$ cat src/rtl/alu_rx_if.sv
// Byte-in / command-out bundle between uart_rx, the frame assembler and the ALU stage.
// The master drives the strobe, the byte and ready; the slave (assembler) drives the command.
interface alu_rx_if #(
    parameter int DATA_WIDTH = 8,
    parameter int OP_WIDTH   = 6
);
    logic                  i_rx_done;
    logic [DATA_WIDTH-1:0] i_rx_data;
    logic                  i_ready;
    logic [DATA_WIDTH-1:0] o_data_a;
    logic [DATA_WIDTH-1:0] o_data_b;
    logic [OP_WIDTH-1:0]   o_op;
    logic                  o_valid;
    logic                  o_drop;
    logic                  o_timeout;

    modport master (
        output i_rx_done, i_rx_data, i_ready,
        input  o_data_a, o_data_b, o_op, o_valid, o_drop, o_timeout
    );

    modport slave (
        input  i_rx_done, i_rx_data, i_ready,
        output o_data_a, o_data_b, o_op, o_valid, o_drop, o_timeout
    );
endinterface

$ cat src/rtl/alu_rx_interface.sv
// Assembles A, B, opcode bytes from uart_rx into one valid/ready command for the ALU.
// An inter-byte timeout drops partial frames so a lost byte cannot misalign the stream.
module alu_rx_interface #(
    parameter int DATA_WIDTH     = 8,
    parameter int OP_WIDTH       = 6,
    parameter int TIMEOUT_CYCLES = 1_000_000
) (
    input  logic     clk,
    input  logic     reset,
    alu_rx_if.slave  bus
);

    localparam int CW = (TIMEOUT_CYCLES > 1) ? $clog2(TIMEOUT_CYCLES) : 1;
    localparam logic [CW-1:0] TC = CW'(TIMEOUT_CYCLES - 1);

    typedef enum logic [1:0] {
        S_IDLE,
        S_GET_B,
        S_GET_OP,
        S_VALID
    } state_t;

    state_t                state_q;
    logic [CW-1:0]         cnt_q;
    logic [CW-1:0]         cnt_d;
    logic [DATA_WIDTH-1:0] a_q;
    logic [DATA_WIDTH-1:0] b_q;
    logic [OP_WIDTH-1:0]   op_q;
    logic                  valid_q;
    logic                  drop_q;
    logic                  to_q;
    logic                  tc;

    assign tc    = (cnt_q == TC);
    assign cnt_d = cnt_q + CW'(1);

    always_ff @(posedge clk or negedge reset) begin
        if (!reset) begin
            state_q <= S_IDLE;
            cnt_q   <= '0;
            a_q     <= '0;
            b_q     <= '0;
            op_q    <= '0;
            valid_q <= 1'b0;
            drop_q  <= 1'b0;
            to_q    <= 1'b0;
        end else begin
            drop_q <= 1'b0;
            to_q   <= 1'b0;
            case (state_q)
                S_IDLE: begin
                    cnt_q <= '0;
                    if (bus.i_rx_done) begin
                        a_q     <= bus.i_rx_data;
                        state_q <= S_GET_B;
                    end
                end
                S_GET_B: begin
                    // A strobe on the terminal count still wins over the timeout.
                    if (bus.i_rx_done) begin
                        b_q     <= bus.i_rx_data;
                        cnt_q   <= '0;
                        state_q <= S_GET_OP;
                    end else if (tc) begin
                        cnt_q   <= '0;
                        to_q    <= 1'b1;
                        state_q <= S_IDLE;
                    end else begin
                        cnt_q <= cnt_d;
                    end
                end
                S_GET_OP: begin
                    if (bus.i_rx_done) begin
                        op_q    <= bus.i_rx_data[OP_WIDTH-1:0];
                        valid_q <= 1'b1;
                        cnt_q   <= '0;
                        state_q <= S_VALID;
                    end else if (tc) begin
                        cnt_q   <= '0;
                        to_q    <= 1'b1;
                        state_q <= S_IDLE;
                    end else begin
                        cnt_q <= cnt_d;
                    end
                end
                S_VALID: begin
                    // Command is frozen; any byte here (even on the transfer edge) is lost.
                    cnt_q <= '0;
                    if (bus.i_rx_done) drop_q <= 1'b1;
                    if (bus.i_ready) begin
                        valid_q <= 1'b0;
                        state_q <= S_IDLE;
                    end
                end
                default: begin
                    cnt_q   <= '0;
                    valid_q <= 1'b0;
                    state_q <= S_IDLE;
                end
            endcase
        end
    end

    assign bus.o_data_a  = a_q;
    assign bus.o_data_b  = b_q;
    assign bus.o_op      = op_q;
    assign bus.o_valid   = valid_q;
    assign bus.o_drop    = drop_q;
    assign bus.o_timeout = to_q;

endmodule

$ cat src/flat_wrapper.sv
// flat-port wrapper written by rule: the top's interface ports become plain ports
module alu_rx_interface_flat 
#(
    parameter int DATA_WIDTH     = 8,
    parameter int OP_WIDTH       = 6,
    parameter int TIMEOUT_CYCLES = 1_000_000
)
  (clk, reset, bus_i_rx_done, bus_i_rx_data, bus_i_ready, bus_o_data_a, bus_o_data_b, bus_o_op, bus_o_valid, bus_o_drop, bus_o_timeout);
  alu_rx_if #(.DATA_WIDTH(DATA_WIDTH), .OP_WIDTH(OP_WIDTH)) bus_i ();
  input  logic clk;
  input  logic reset;
  input wire logic [$bits(bus_i.i_rx_done)-1:0] bus_i_rx_done;
  input wire logic [$bits(bus_i.i_rx_data)-1:0] bus_i_rx_data;
  input wire logic [$bits(bus_i.i_ready)-1:0] bus_i_ready;
  output wire logic [$bits(bus_i.o_data_a)-1:0] bus_o_data_a;
  output wire logic [$bits(bus_i.o_data_b)-1:0] bus_o_data_b;
  output wire logic [$bits(bus_i.o_op)-1:0] bus_o_op;
  output wire logic [$bits(bus_i.o_valid)-1:0] bus_o_valid;
  output wire logic [$bits(bus_i.o_drop)-1:0] bus_o_drop;
  output wire logic [$bits(bus_i.o_timeout)-1:0] bus_o_timeout;
  assign bus_i.i_rx_done = bus_i_rx_done;
  assign bus_i.i_rx_data = bus_i_rx_data;
  assign bus_i.i_ready = bus_i_ready;
  assign bus_o_data_a = bus_i.o_data_a;
  assign bus_o_data_b = bus_i.o_data_b;
  assign bus_o_op = bus_i.o_op;
  assign bus_o_valid = bus_i.o_valid;
  assign bus_o_drop = bus_i.o_drop;
  assign bus_o_timeout = bus_i.o_timeout;
  alu_rx_interface #(.DATA_WIDTH(DATA_WIDTH), .OP_WIDTH(OP_WIDTH), .TIMEOUT_CYCLES(TIMEOUT_CYCLES)) u_core (.clk(clk), .reset(reset), .bus(bus_i));
endmodule
$ cat config.mk
export PLATFORM = sky130hd
export DESIGN_NAME = alu_rx_interface_flat
export DESIGN_NICKNAME = d
export VERILOG_FILES = /design/src/rtl/alu_rx_if.sv /design/src/rtl/alu_rx_interface.sv /design/src/flat_wrapper.sv
export SDC_FILE = /design/constraint.sdc
export NUM_CORES = 1
export LEC_CHECK = 0
export BUFFER_PORTS_ARGS = -buffer_cell sky130_fd_sc_hd__buf_2
export CORE_UTILIZATION = 45
export CTS_CLUSTER_SIZE = 30
export DETAILED_ROUTE_END_ITERATION = 8
export PLACE_DENSITY = 0.65
export SYNTH_ARGS = -nofsm -noshare
export SYNTH_HDL_FRONTEND = slang
export SYNTH_SLANG_ARGS = --single-unit
$ cat constraint.sdc
create_clock -name clk -period 4.3 [get_ports clk]
set_input_delay 1.29 -clock clk [delete_from_list [all_inputs] [get_ports clk]]
set_output_delay 1.29 -clock clk [all_outputs]
set_load 0.05 [all_outputs]
# Yosys cells after proc, flatten, opt, wreduce, memory -nomap -nowiden
# Index checks and enable logic that the tools add are counted.
# totals
ram_bits,0
mem_bits_ro,0
register_bits,47
latch_bits,0
n_memories,0
in_bits,12
output_inout_bits,25
# op_classes
n_mux,17
div,0
n_addsub,1
eq_ne,7
shifts,0
magnitude_cmp,0
reduce_logical,9
multipliers,0
bitwise,0
# op_table
operator,count
two-way mux 20 bit,2
one-hot mux 20 bit (2 select lines),1
adder 20 x 1 -> 20 bit (second input constant),1
equality test 20 bit (second input constant),1
two-way mux 2 bit,5
one-hot mux 2 bit (4 select lines),1
AND reduction 2 bit,4
two-way mux 1 bit,7
!= test 2 bit (second input constant),3
equality test 2 bit (second input constant),2
OR reduction 2 bit,2
AND reduction 3 bit,1
equality test 2 x 1 -> 1 bit (second input constant),1
logical NOT 2 bit,1
one-hot mux 1 bit (2 select lines),1
nonzero test 2 bit,1

# Logic depth before layout (Yosys ltp)
# Gate-level depths: netlist of the first run.
# logic_depth
word_depth,4
depth_mapped,7
depth_no_buf,6

# Worst setup path after synthesis of the first run
# No wires, ideal clock.
# synth_timing
path_kind,input -> register
from,in bus_i_rx_done
to,reg u_core.a_q[0] (netlist: u_core.bus.o_data_a[0])
required_ps,4175
setup_ps,125
cell_stages,3
arrival_ps,2083
path_slack_ps,2092
cell_sequence,clkbuf_1 nand2_1 mux2_2
# synth_via
elab_chain_cells,1
# synth_rtl
item,line_no,rtl
from (decl),flat_wrapper.sv:12,input wire logic [$bits(bus_i.i_rx_done)-1:0] bus_i_rx_done;
AND reduction 2 bit (no source line),--,
to (signal assigned),alu_rx_interface.sv:54,a_q <= bus.i_rx_data;
to (decl),alu_rx_interface.sv:26,logic [DATA_WIDTH-1:0] a_q;
# No other way between the ends.
# A chain may end at the register's enable or synchronous reset.

# Final worst setup path of the first run
# layout_timing
from,reg u_core.cnt_q[0]
to,reg u_core.cnt_q[3]
# layout_via
elab_chain_cells,4
# layout_rtl
item,line_no,rtl
from (decl),alu_rx_interface.sv:24,logic [CW-1:0] cnt_q;
from (signal assigned),alu_rx_interface.sv:69,cnt_q <= cnt_d;
from (signal assigned),alu_rx_interface.sv:83,cnt_q <= cnt_d;
adder 20 x 1 -> 20 bit or equality test 20 bit (tied branches),"alu_rx_interface.sv:35, alu_rx_interface.sv:34",
two-way mux 20 bit (*),"alu_rx_interface.sv:64, alu_rx_interface.sv:78",
two-way mux 20 bit (*),alu_rx_interface.sv:60,if (bus.i_rx_done) begin
one-hot mux 20 bit (2 select lines) (*),alu_rx_interface.sv:50,case (state_q)
# Mark *: on every way between the ends. The rest lies on a longest branch, timed or not.

==> run summary, run 1 <==
status = finished clean
Layout Skew = 0.00649 ns
area occupied by multi-input gates = 962 sq um
RD Place Congestion = 0.757
die footprint = 5140 sq um
switching power = 0.815 mW
setup TNS = 0 ns
Crit. End Element = flip-flop
FF+latch count, synth = 47
CTS H-Tree Depth = 2
maxcap violations = 0
Leakage = 1.12 nW
Synth Area in Compound Gates = 0.0618
post-synthesis simple-gate area fraction = 0.174
crit path max-delay cell type = o41ai_4
share of cells above drive strength 1 = 0.323
sequential share of power = 0.361
DR DRC count = 0
Routed Antenna Nets = 0
XOR/XNOR share of the synthesized area = 0.0521
final setup fails = 0
hold slack = 0.486 ns
largest family of logic cells by synthesized area = simple AND/OR/NAND/NOR gates
Synthesis Warnings = 0
Mapped Area = 2190 sq um
adder-cell share of the synthesized area = 0.0343
final instance area = 2510 sq um
Critical Path RT = 4.44 ns
Initial DRC Count = 77
Reg clk slew, reported paths = 0.09 ns
Clock Tree Root = clkbuf_8
syn_area_per_cell = 11.9 sq um
DRT Pass-1 Iters = 4
PwrDens = 711 nW/um^2
Pint = 0.966 mW
total wire length = 3900 um
final hold vios = 0
mux contribution to synthesized area = 0.118
Min-Delay Path Class = flip-flop to flip-flop
period utilization = 0.555
cell taking the most area after synthesis = dfrtp_1
Min Clock Period, post-route = 2.39 ns
largest net degree at the start of global routing = 48
startpoint types = flip-flop
Sw Share = 0.458
RSZ-0062 raised after global routing = no
Via Count = 1509
FILL cells = 393
Longest Clk Path Bufs = 2
total I/O pin count = 37
Yosys cell types = 39
crit path cell chain = ha_1 -> and4_1 -> nand4_2 -> o41ai_4 -> nor2_1
number of global-route vias before repair = 1442
Worst slew margin = 0.313
# rows = 24
antenna violations before repair = 0
global-route wire length before repair = 6620 um
DR WL/cell = 14.2 um
VDD IR max = 600 uV
Final Max Slew Viols = 0
Port-buffer cells = 36
Slew @ Worst Pin = 1.03 ns
share of the synthesized area in the top cell type = 0.538
Synth area leaders = dfrtp_1, mux2_2, ha_1
Die W = 71.7 um
clock sink count = 47
Register Area = 1180 sq um
Post-Syn Nets = 201
Buf/Inv on CP = 0
crit path kind = flip-flop to flip-flop
gr usage total = 0.170
CTS tree = yes
DP HPWL = 2750 um
Clock Latency Late Sink = 0.29 ns
Clk pwr share = 0.160
n_diodes = 0
fmax = 419 MHz
die height = 71.7 um
post-placement cell area = 2410 sq um
Final nets = 240
max incr delay on CP = 0.92 ns
TritonCTS Buffers = 5
hold buffers post-CTS = 0
combinational share of power = 0.478
core area = 4500 sq um
CP top delay family = compound AO/OA/AOI/OAI gates
final core occ = 0.556
Post-CTS Setup Bufs = 0
post-CTS sizing = 0
CP arrival = 2.53 ns
crit path max fanout = 19
starting density of the core = 0.485
Synth Instances = 183
Layout Area Growth over Synthesis = 14.7%
vias per cell = 5.49
register area share after synthesis = 0.538
overflow left after global routing = 0
cells in the final DEF, fill, tap and decap left out, types with 2 or more instances in the layout:
cell type  count
dfrtp_1       47
buf_2         36
mux2_2        22
nor2_1        16
nand2_1       12
nand3_1        7
xor2_1         7
clkbuf_8       7
inv_1          6
xnor2_1        6
ha_1           6
a21oi_1        5
nand4_1        4
or3_1          4
o21ai_0        4
and4_1         3
nor4_1         3
and2_1         3
o31ai_1        2
nand4_2        2
nand3b_1       2
o22ai_1        2
cell type report:
cell class                      instances  area share
Clock buffer                            8      0.0399
Inverter                                6     0.00899
Multi-Input combinational cell        126       0.384
Sequential cell                        47       0.469
Tap cell                               52      0.0260
Timing Repair Buffer                   36      0.0719
cell usage after synthesis:
cell type and number:
dfrtp_1 47, xor2_1 7, mux2i_1 1, a2bb2oi_1 1, or3_1 4, nand4_1 4, nand4_2 2, nor2_1 16
or4b_1 1, o41ai_4 1, nor4_1 3, o21ai_0 4, ha_1 6, a21oi_1 5, nor2b_1 1, a21oi_2 1
clkbuf_1 1, o31ai_1 2, nand3_1 7, and4_1 3, nor4b_1 1, nor3_1 1, and3_1 1, nand3b_1 2
o41ai_1 1, buf_6 1, mux2_2 22, inv_1 6, nand2_1 12, or4_1 1, or4_4 1, buf_2 2
nand2b_1 1, nor4b_2 1, and4_2 1, and2_1 3, a22o_1 1, o22ai_1 2, xnor2_1 6
cell families after synthesis:
| group | Yosys count |
|---|---|
| XOR/XNOR | 13 |
| adder cells (fa/ha/maj) | 6 |
| AO/OA/AOI/OAI | 18 |
| buffers and inverters | 10 |
| flip-flops | 47 |
| multiplexers | 23 |
| AND/OR/NAND/NOR | 66 |
state kept, by name, summed over array words and instances, names as in the netlist:
register and count:
u_core.bus.o_data_a 8, u_core.bus.o_data_b 8, u_core.bus.o_drop 1, u_core.bus.o_op 6, u_core.bus.o_timeout 1, u_core.bus.o_valid 1, u_core.cnt_q 20, u_core.state_q 2
stage by stage:
step                worst slack, ns  std cells  power, mW
finish                         1.91        275       1.78
global route                   1.69        275       1.88
CTS                            1.89        275       1.80
detailed placement             1.90        267       1.51
global placement               1.98        267       1.50
floorplan                      2.09        183       1.32
power groups by stage:
stage | clock network (mW) | registers, mW | logic [mW]
after floorplan | 0 | 1.04 | 0.277
after global placement | 0 | 0.645 | 0.854
after detailed placement | 0 | 0.650 | 0.861
after CTS | 0.295 | 0.645 | 0.861
after global routing | 0.312 | 0.660 | 0.909
final | 0.286 | 0.644 | 0.852
per-layer routing:
| metal | up-vias | wire length (um) | GRT usage |
|---|---|---|---|
| met1 | 734 | 1900 | 0.227 |
| li1 | 734 | - | - |
| met2 | 37 | 1740 | 0.257 |
| met3 | 4 | 210 | 0.0577 |
| met4 | 0 | 44 | 0.0654 |
| met5 | - | 0 | 0 |
worst register-to-register path, delay by kind of cell, from the launching register on:
| family | cells | cell delay, ns |
|---|---|---|
| compound gates | 1 | 0.92 |
| fa+ha+maj | 1 | 0.22 |
| flops | 1 | 0.39 |
| simple gates | 3 | 0.70 |
worst paths after layout:
| check | from | end | slack (ns) | cells after the start |
|---|---|---|---|---|
| min in group asynchronous | reset | u_core.cnt_q[5]$_DFF_PN0_ | 1.16 | 1 |
| worst max register to register | u_core.cnt_q[0]$_DFF_PN0_ | u_core.cnt_q[3]$_DFF_PN0_ | 1.91 | 5 |
| worst min-delay path | u_core.cnt_q[0]$_DFF_PN0_ | u_core.cnt_q[0]$_DFF_PN0_ | 0.49 | 1 |
| worst max-delay path | u_core.cnt_q[0]$_DFF_PN0_ | u_core.cnt_q[3]$_DFF_PN0_ | 1.91 | 5 |
| max in group asynchronous | reset | u_core.bus.o_op[3]$_DFFE_PN0P_ | 2.52 | 1 |
| worst min register to register | u_core.cnt_q[0]$_DFF_PN0_ | u_core.cnt_q[0]$_DFF_PN0_ | 0.49 | 1 |
No activity file was read; power rests on OpenSTA's default activity.
==> run 2, diff against run 1 <==
- PLACE_DENSITY: 0.65 -> 0.68
- clock period: 4.3 -> 2.1 ns (I/O delays scaled with it)
==> run summary, run 2 (synthesis results as in run 1) <==
DRT Pass-1 Iters = 5 (was 4)
fmax = 528 MHz (was 419 MHz)
post-layout power = 3.62 mW (was 1.78 mW)
reg2reg setup slack = 0.21 ns (was 1.91 ns)
final hold vios = 0 (unchanged)
Layout Skew = 0.00466 ns (was 0.00649 ns)
period utilization = 0.901 (was 0.555)
Slew @ Worst Pin = 0.467 ns (was 1.03 ns)
DP HPWL = 2980 um (was 2750 um)
Final Max Slew Viols = 0 (unchanged)
die footprint = 5140 sq um (unchanged)
PwrDens = 1420 nW/um^2 (was 711 nW/um^2)
Cell Count Post-Placement = 273 (was 267)
commonest non-fill, non-tap cell in the layout = dfrtp_1 (unchanged)
post-CTS sizing = 0 (unchanged)
Longest Clk Path Bufs = 2 (unchanged)
Layout Area Growth over Synthesis = 16.5% (was 14.7%)
antenna violations before repair = 0 (unchanged)
Post-CTS Setup Bufs = 0 (unchanged)
final setup fails = 0 (unchanged)
total wire length = 3950 um (was 3900 um)
Clock Tree Root = clkbuf_8 (unchanged)
Initial DRC Count = 84 (was 77)
CTS tree = yes (unchanged)
DR DRC count = 0 (unchanged)
max incr delay on CP = 0.39 ns (was 0.92 ns)
vias per cell = 5.37 (was 5.49)
CP arrival = 2.06 ns (was 2.53 ns)
status = finished clean (unchanged)
# rows = 24 (unchanged)
overflow left after global routing = 0 (unchanged)
TritonCTS Buffers = 5 (unchanged)
crit path max fanout = 10 (was 19)
Via Count = 1509 (unchanged)
number of global-route vias before repair = 1501 (was 1442)
VDD IR max = 1030 uV (was 600 uV)
Critical Path RT = 2.27 ns (was 4.44 ns)
Worst slew margin = 0.688 (was 0.313)
Min Clock Period, post-route = 1.89 ns (was 2.39 ns)
Largest register FFs = 20 (unchanged)
Final nets = 246 (was 240)
startpoint types = flip-flop (unchanged)
final core occ = 0.566 (was 0.556)
crit path kind = flip-flop to flip-flop (unchanged)
Die W = 71.7 um (unchanged)
Clock Latency Late Sink = 0.29 ns (about the same)
commonest cells after routing, fill and taps aside = dfrtp_1, buf_2, mux2_2 (unchanged)
Reg with most FFs = u_core.cnt_q (unchanged)
Reg clk slew, reported paths = 0.08 ns (was 0.09 ns)
global-route wire length before repair = 6960 um (was 6620 um)
DR WL/cell = 14.0 um (was 14.2 um)
largest net degree at the start of global routing = 23 (was 48)
RSZ-0062 raised after global routing = no (unchanged)
crit path cell chain = ha_1 -> and4_1 -> nand4_2 -> o41ai_4 -> buf_4 -> a21oi_1 (was ha_1 -> and4_1 -> nand4_2 -> o41ai_4 -> nor2_1)
total I/O pin count = 37 (unchanged)
Port-buffer cells = 36 (unchanged)
n_diodes = 0 (unchanged)
hold buffers post-CTS = 0 (unchanged)
Routed Antenna Nets = 0 (unchanged)
Min-Delay Path Class = input pin to asynchronous set/reset pin (was flip-flop to flip-flop)
core area = 4500 sq um (unchanged)
maxcap violations = 0 (unchanged)
RD Place Congestion = 0.726 (was 0.757)
CTS H-Tree Depth = 2 (unchanged)
setup TNS = 0 ns (unchanged)
die height = 71.7 um (unchanged)
gr usage total = 0.175 (was 0.170)
starting density of the core = 0.485 (unchanged)
Crit. End Element = flip-flop (unchanged)
Leakage = 1.15 nW (was 1.12 nW)
FILL cells = 398 (was 393)
clock sink count = 47 (unchanged)
hold slack = 0.282 ns (was 0.486 ns)
share of cells above drive strength 1 = 0.345 (was 0.323)
crit path max-delay cell type = dfrtp_1 (was o41ai_4)
Non-Filler Instances = 281 (was 275)
run 2: critical path, delay by kind of cell (launching register included):
kind	cells	cell delay [ns]
AO/OA/AOI/OAI	2	0.38
adder cells (fa/ha/maj)	1	0.21
AND/OR/NAND/NOR	2	0.56
flip-flops	1	0.39
buffers and inverters	1	0.22
run 2: stage by stage:
stage | instance area (sq um) | setup WS, ns
CTS | 2540 | 0.161
floorplan | 2190 | 0.191
global placement | 2450 | 0.209
global route | 2550 | 0.0134
detailed placement | 2450 | 0.164
finish | 2550 | 0.207
run 2: cell type report:
class | count | area [sq um] | area share
Sequential cell | 47 | 1180 | 0.462
Multi-Input combinational cell | 126 | 968 | 0.380
Timing Repair Buffer | 42 | 225 | 0.0884
Clock buffer | 6 | 72.6 | 0.0285
Tap cell | 52 | 65.1 | 0.0255
Inverter | 6 | 22.5 | 0.00884
Clock inverter | 2 | 17.5 | 0.00688
run 2: routing by layer:
| layer | GRT usage | up-vias | routed length, um |
|---|---|---|---|
| met2 | 0.264 | 39 | 1850 |
| met4 | 0.0436 | 0 | 13 |
| met1 | 0.244 | 728 | 1880 |
| li1 | - | 740 | - |
| met5 | 0 | - | 0 |
| met3 | 0.0605 | 2 | 201 |
run 2: final timing paths:
check	startpoint	cells past startpoint	to
max in group asynchronous	reset	2	u_core.bus.o_op[2]$_DFFE_PN0P_
worst min-delay path	reset	1	u_core.cnt_q[6]$_DFF_PN0_
worst min register to register	u_core.cnt_q[0]$_DFF_PN0_	1	u_core.cnt_q[0]$_DFF_PN0_
min in group clk	u_core.cnt_q[0]$_DFF_PN0_	1	u_core.cnt_q[0]$_DFF_PN0_
worst max register to register	u_core.cnt_q[0]$_DFF_PN0_	6	u_core.cnt_q[18]$_DFF_PN0_
worst max-delay path	u_core.cnt_q[0]$_DFF_PN0_	6	u_core.cnt_q[18]$_DFF_PN0_
run 2: where the power goes:
group          total [mW]  switching (mW)  internal (mW)
Clock               0.533           0.294          0.239
Sequential           1.31           0.142           1.17
Combinational        1.77            1.24          0.531
Total                3.62            1.68           1.94
==> run 3, diff against run 2 <==
--- a/config.mk
+++ b/config.mk
@@ -10,5 +10,5 @@
 export CTS_CLUSTER_SIZE = 30
 export DETAILED_ROUTE_END_ITERATION = 8
-export PLACE_DENSITY = 0.68
+export PLACE_DENSITY = 0.65
 export SYNTH_ARGS = -nofsm -noshare
 export SYNTH_HDL_FRONTEND = slang
==> constraint.sdc (replaced) <==
create_clock -name clk -period 2.3 [get_ports clk]
set_input_delay 0.115 -clock clk [delete_from_list [all_inputs] [get_ports clk]]
set_output_delay 0.115 -clock clk [all_outputs]
set_load 0.05 [all_outputs]
==> run summary, run 3 (synthesis results as in run 1) <==
crit path cell chain = nor4b_1 -> nand4_2 -> o41ai_4 -> buf_4 -> nor2_1 (was ha_1 -> and4_1 -> nand4_2 -> o41ai_4 -> buf_4 -> a21oi_1)
crit path kind = flip-flop to flip-flop (unchanged)
Final Max Slew Viols = 0 (unchanged)
global-route wire length before repair = 7130 um (was 6960 um)
final setup fails = 0 (unchanged)
Initial DRC Count = 94 (was 84)
fmax = 518 MHz (was 528 MHz)
crit path max-delay cell type = o41ai_4 (was dfrtp_1)
setup TNS = 0 ns (unchanged)
number of global-route vias before repair = 1585 (was 1501)
RSZ-0062 raised after global routing = no (unchanged)
area occupied by multi-input gates = 962 sq um (was 968 sq um)
Crit. End Element = flip-flop (unchanged)
status = finished clean (unchanged)
commonest non-fill, non-tap cell in the layout = dfrtp_1 (unchanged)
total wire length = 4050 um (was 3950 um)
Reg with most FFs = u_core.cnt_q (unchanged)
Clock Latency Late Sink = 0.30 ns (was 0.29 ns)
hold slack = 0.0647 ns (was 0.282 ns)
startpoint types = flip-flop (unchanged)
Clock Tree Root = clkbuf_8 (unchanged)
post-CTS sizing = 0 (unchanged)
final core occ = 0.568 (was 0.566)
n_diodes = 0 (unchanged)
starting density of the core = 0.485 (unchanged)
largest net degree at the start of global routing = 19 (was 23)
Register Area = 1180 sq um (unchanged)
max incr delay on CP = 0.45 ns (was 0.39 ns)
Port-buffer cells = 36 (unchanged)
DP HPWL = 3030 um (was 2980 um)
RD Place Congestion = 0.789 (was 0.726)
Worst slew margin = 0.726 (was 0.688)
Layout Area Growth over Synthesis = 17.1% (was 16.5%)
PwrDens = 1310 nW/um^2 (was 1420 nW/um^2)
core area = 4500 sq um (unchanged)
Slew @ Worst Pin = 0.405 ns (was 0.467 ns)
Min Clock Period, post-route = 1.93 ns (was 1.89 ns)
Layout Skew = 0.00552 ns (was 0.00466 ns)
DRT Pass-1 Iters = 4 (was 5)
Largest register FFs = 20 (unchanged)
CP arrival = 2.12 ns (was 2.06 ns)
final hold vios = 0 (unchanged)
DR DRC count = 0 (unchanged)
Final nets = 247 (was 246)
CTS H-Tree Depth = 2 (unchanged)
VDD IR max = 997 uV (was 1030 uV)
period utilization = 0.839 (was 0.901)
Reg clk slew, reported paths = 0.09 ns (was 0.08 ns)
die height = 71.7 um (unchanged)
# rows = 24 (unchanged)
antenna violations before repair = 0 (unchanged)
Die W = 71.7 um (unchanged)
crit path max fanout = 8 (was 10)
TritonCTS Buffers = 5 (unchanged)
CTS tree = yes (unchanged)
Min-Delay Path Class = input pin to flip-flop (was input pin to asynchronous set/reset pin)
commonest cells after routing, fill and taps aside = dfrtp_1, buf_2, mux2_2 (unchanged)
Critical Path RT = 2.49 ns (was 2.27 ns)
gr usage total = 0.179 (was 0.175)
total I/O pin count = 37 (unchanged)
vias per cell = 5.32 (was 5.37)
die footprint = 5140 sq um (unchanged)
FILL cells = 396 (was 398)
Leakage = 1.15 nW (about the same)
Via Count = 1501 (was 1509)
overflow left after global routing = 0 (unchanged)
maxcap violations = 0 (unchanged)
DR WL/cell = 14.4 um (was 14.0 um)
Routed Antenna Nets = 0 (unchanged)
share of cells above drive strength 1 = 0.343 (was 0.345)
Longest Clk Path Bufs = 2 (unchanged)
clock sink count = 47 (unchanged)
## run 3: cell count changes in the layout (fill, tap and decap cells not counted), sizes merged
| cell | delta |
|---|---|
| clkinv | -1 |
| clkinvlp | +1 |
| dlygate4sd3 | +1 |
## run 3: timing repair
item                                   CTS  global route
hold buffers                             1             0
endpoints found under the hold margin   16             0
setup buffers                            0             0
## run 3: area by class of cell
type                    count  area share
clock buffers               6      0.0323
clock inverters             2     0.00635
inverters                   6     0.00880
multi-input cells         126       0.376
flip-flops and latches     47       0.459
well taps                  52      0.0254
repair buffers             43      0.0919
## run 3: final timing paths
path | from | endpoint | slack, ns | cells after the start
max | u_core.cnt_q[13]$_DFF_PN0_ | u_core.cnt_q[10]$_DFF_PN0_ | 0.37 | 5
min in group asynchronous | reset | u_core.state_q[1]$_DFFE_PN0P_ | 0.28 | 2
max in group asynchronous | reset | u_core.bus.o_data_a[0]$_DFFE_PN0P_ | 1.47 | 3
max reg2reg | u_core.cnt_q[13]$_DFF_PN0_ | u_core.cnt_q[10]$_DFF_PN0_ | 0.37 | 5
min reg2reg | u_core.cnt_q[0]$_DFF_PN0_ | u_core.cnt_q[0]$_DFF_PN0_ | 0.49 | 1
min | bus_i_rx_data[6] | u_core.bus.o_data_b[6]$_DFFE_PN0P_ | 0.06 | 2
## run 3: layer usage
metal / vias to the layer above / track usage / wire length [um]
li1: 743 / - / -
met1: 720 / 0.238 / 1940
met2: 34 / 0.284 / 1900
met3: 4 / 0.0408 / 176
met4: 0 / 0.0719 / 34
met5: - / 0 / 0
## run 3: critical path, delay by kind of cell (launching register included)
family | cells | cell delay (ns)
AO/OA/AOI/OAI | 1 | 0.45
buffers and inverters | 1 | 0.24
flip-flops | 1 | 0.43
AND/OR/NAND/NOR | 3 | 0.70
## run 3: per-stage QoR
stage | worst slack [ns] | instance area [sq um] | std cells | power [mW]
after global routing | 0.191 | 2560 | 282 | 3.53
after global placement | 0.449 | 2450 | 273 | 2.83
after floorplan | 0.391 | 2190 | 183 | 2.47
after detailed placement | 0.367 | 2450 | 273 | 2.85
final | 0.371 | 2560 | 282 | 3.35
after CTS | 0.344 | 2560 | 282 | 3.39
## run 3: power by group
| group | switching [mW] | internal [mW] | total, mW |
|---|---|---|---|
| Combinational | 1.14 | 0.486 | 1.63 |
| Clock | 0.279 | 0.246 | 0.524 |
| Sequential | 0.130 | 1.07 | 1.20 |
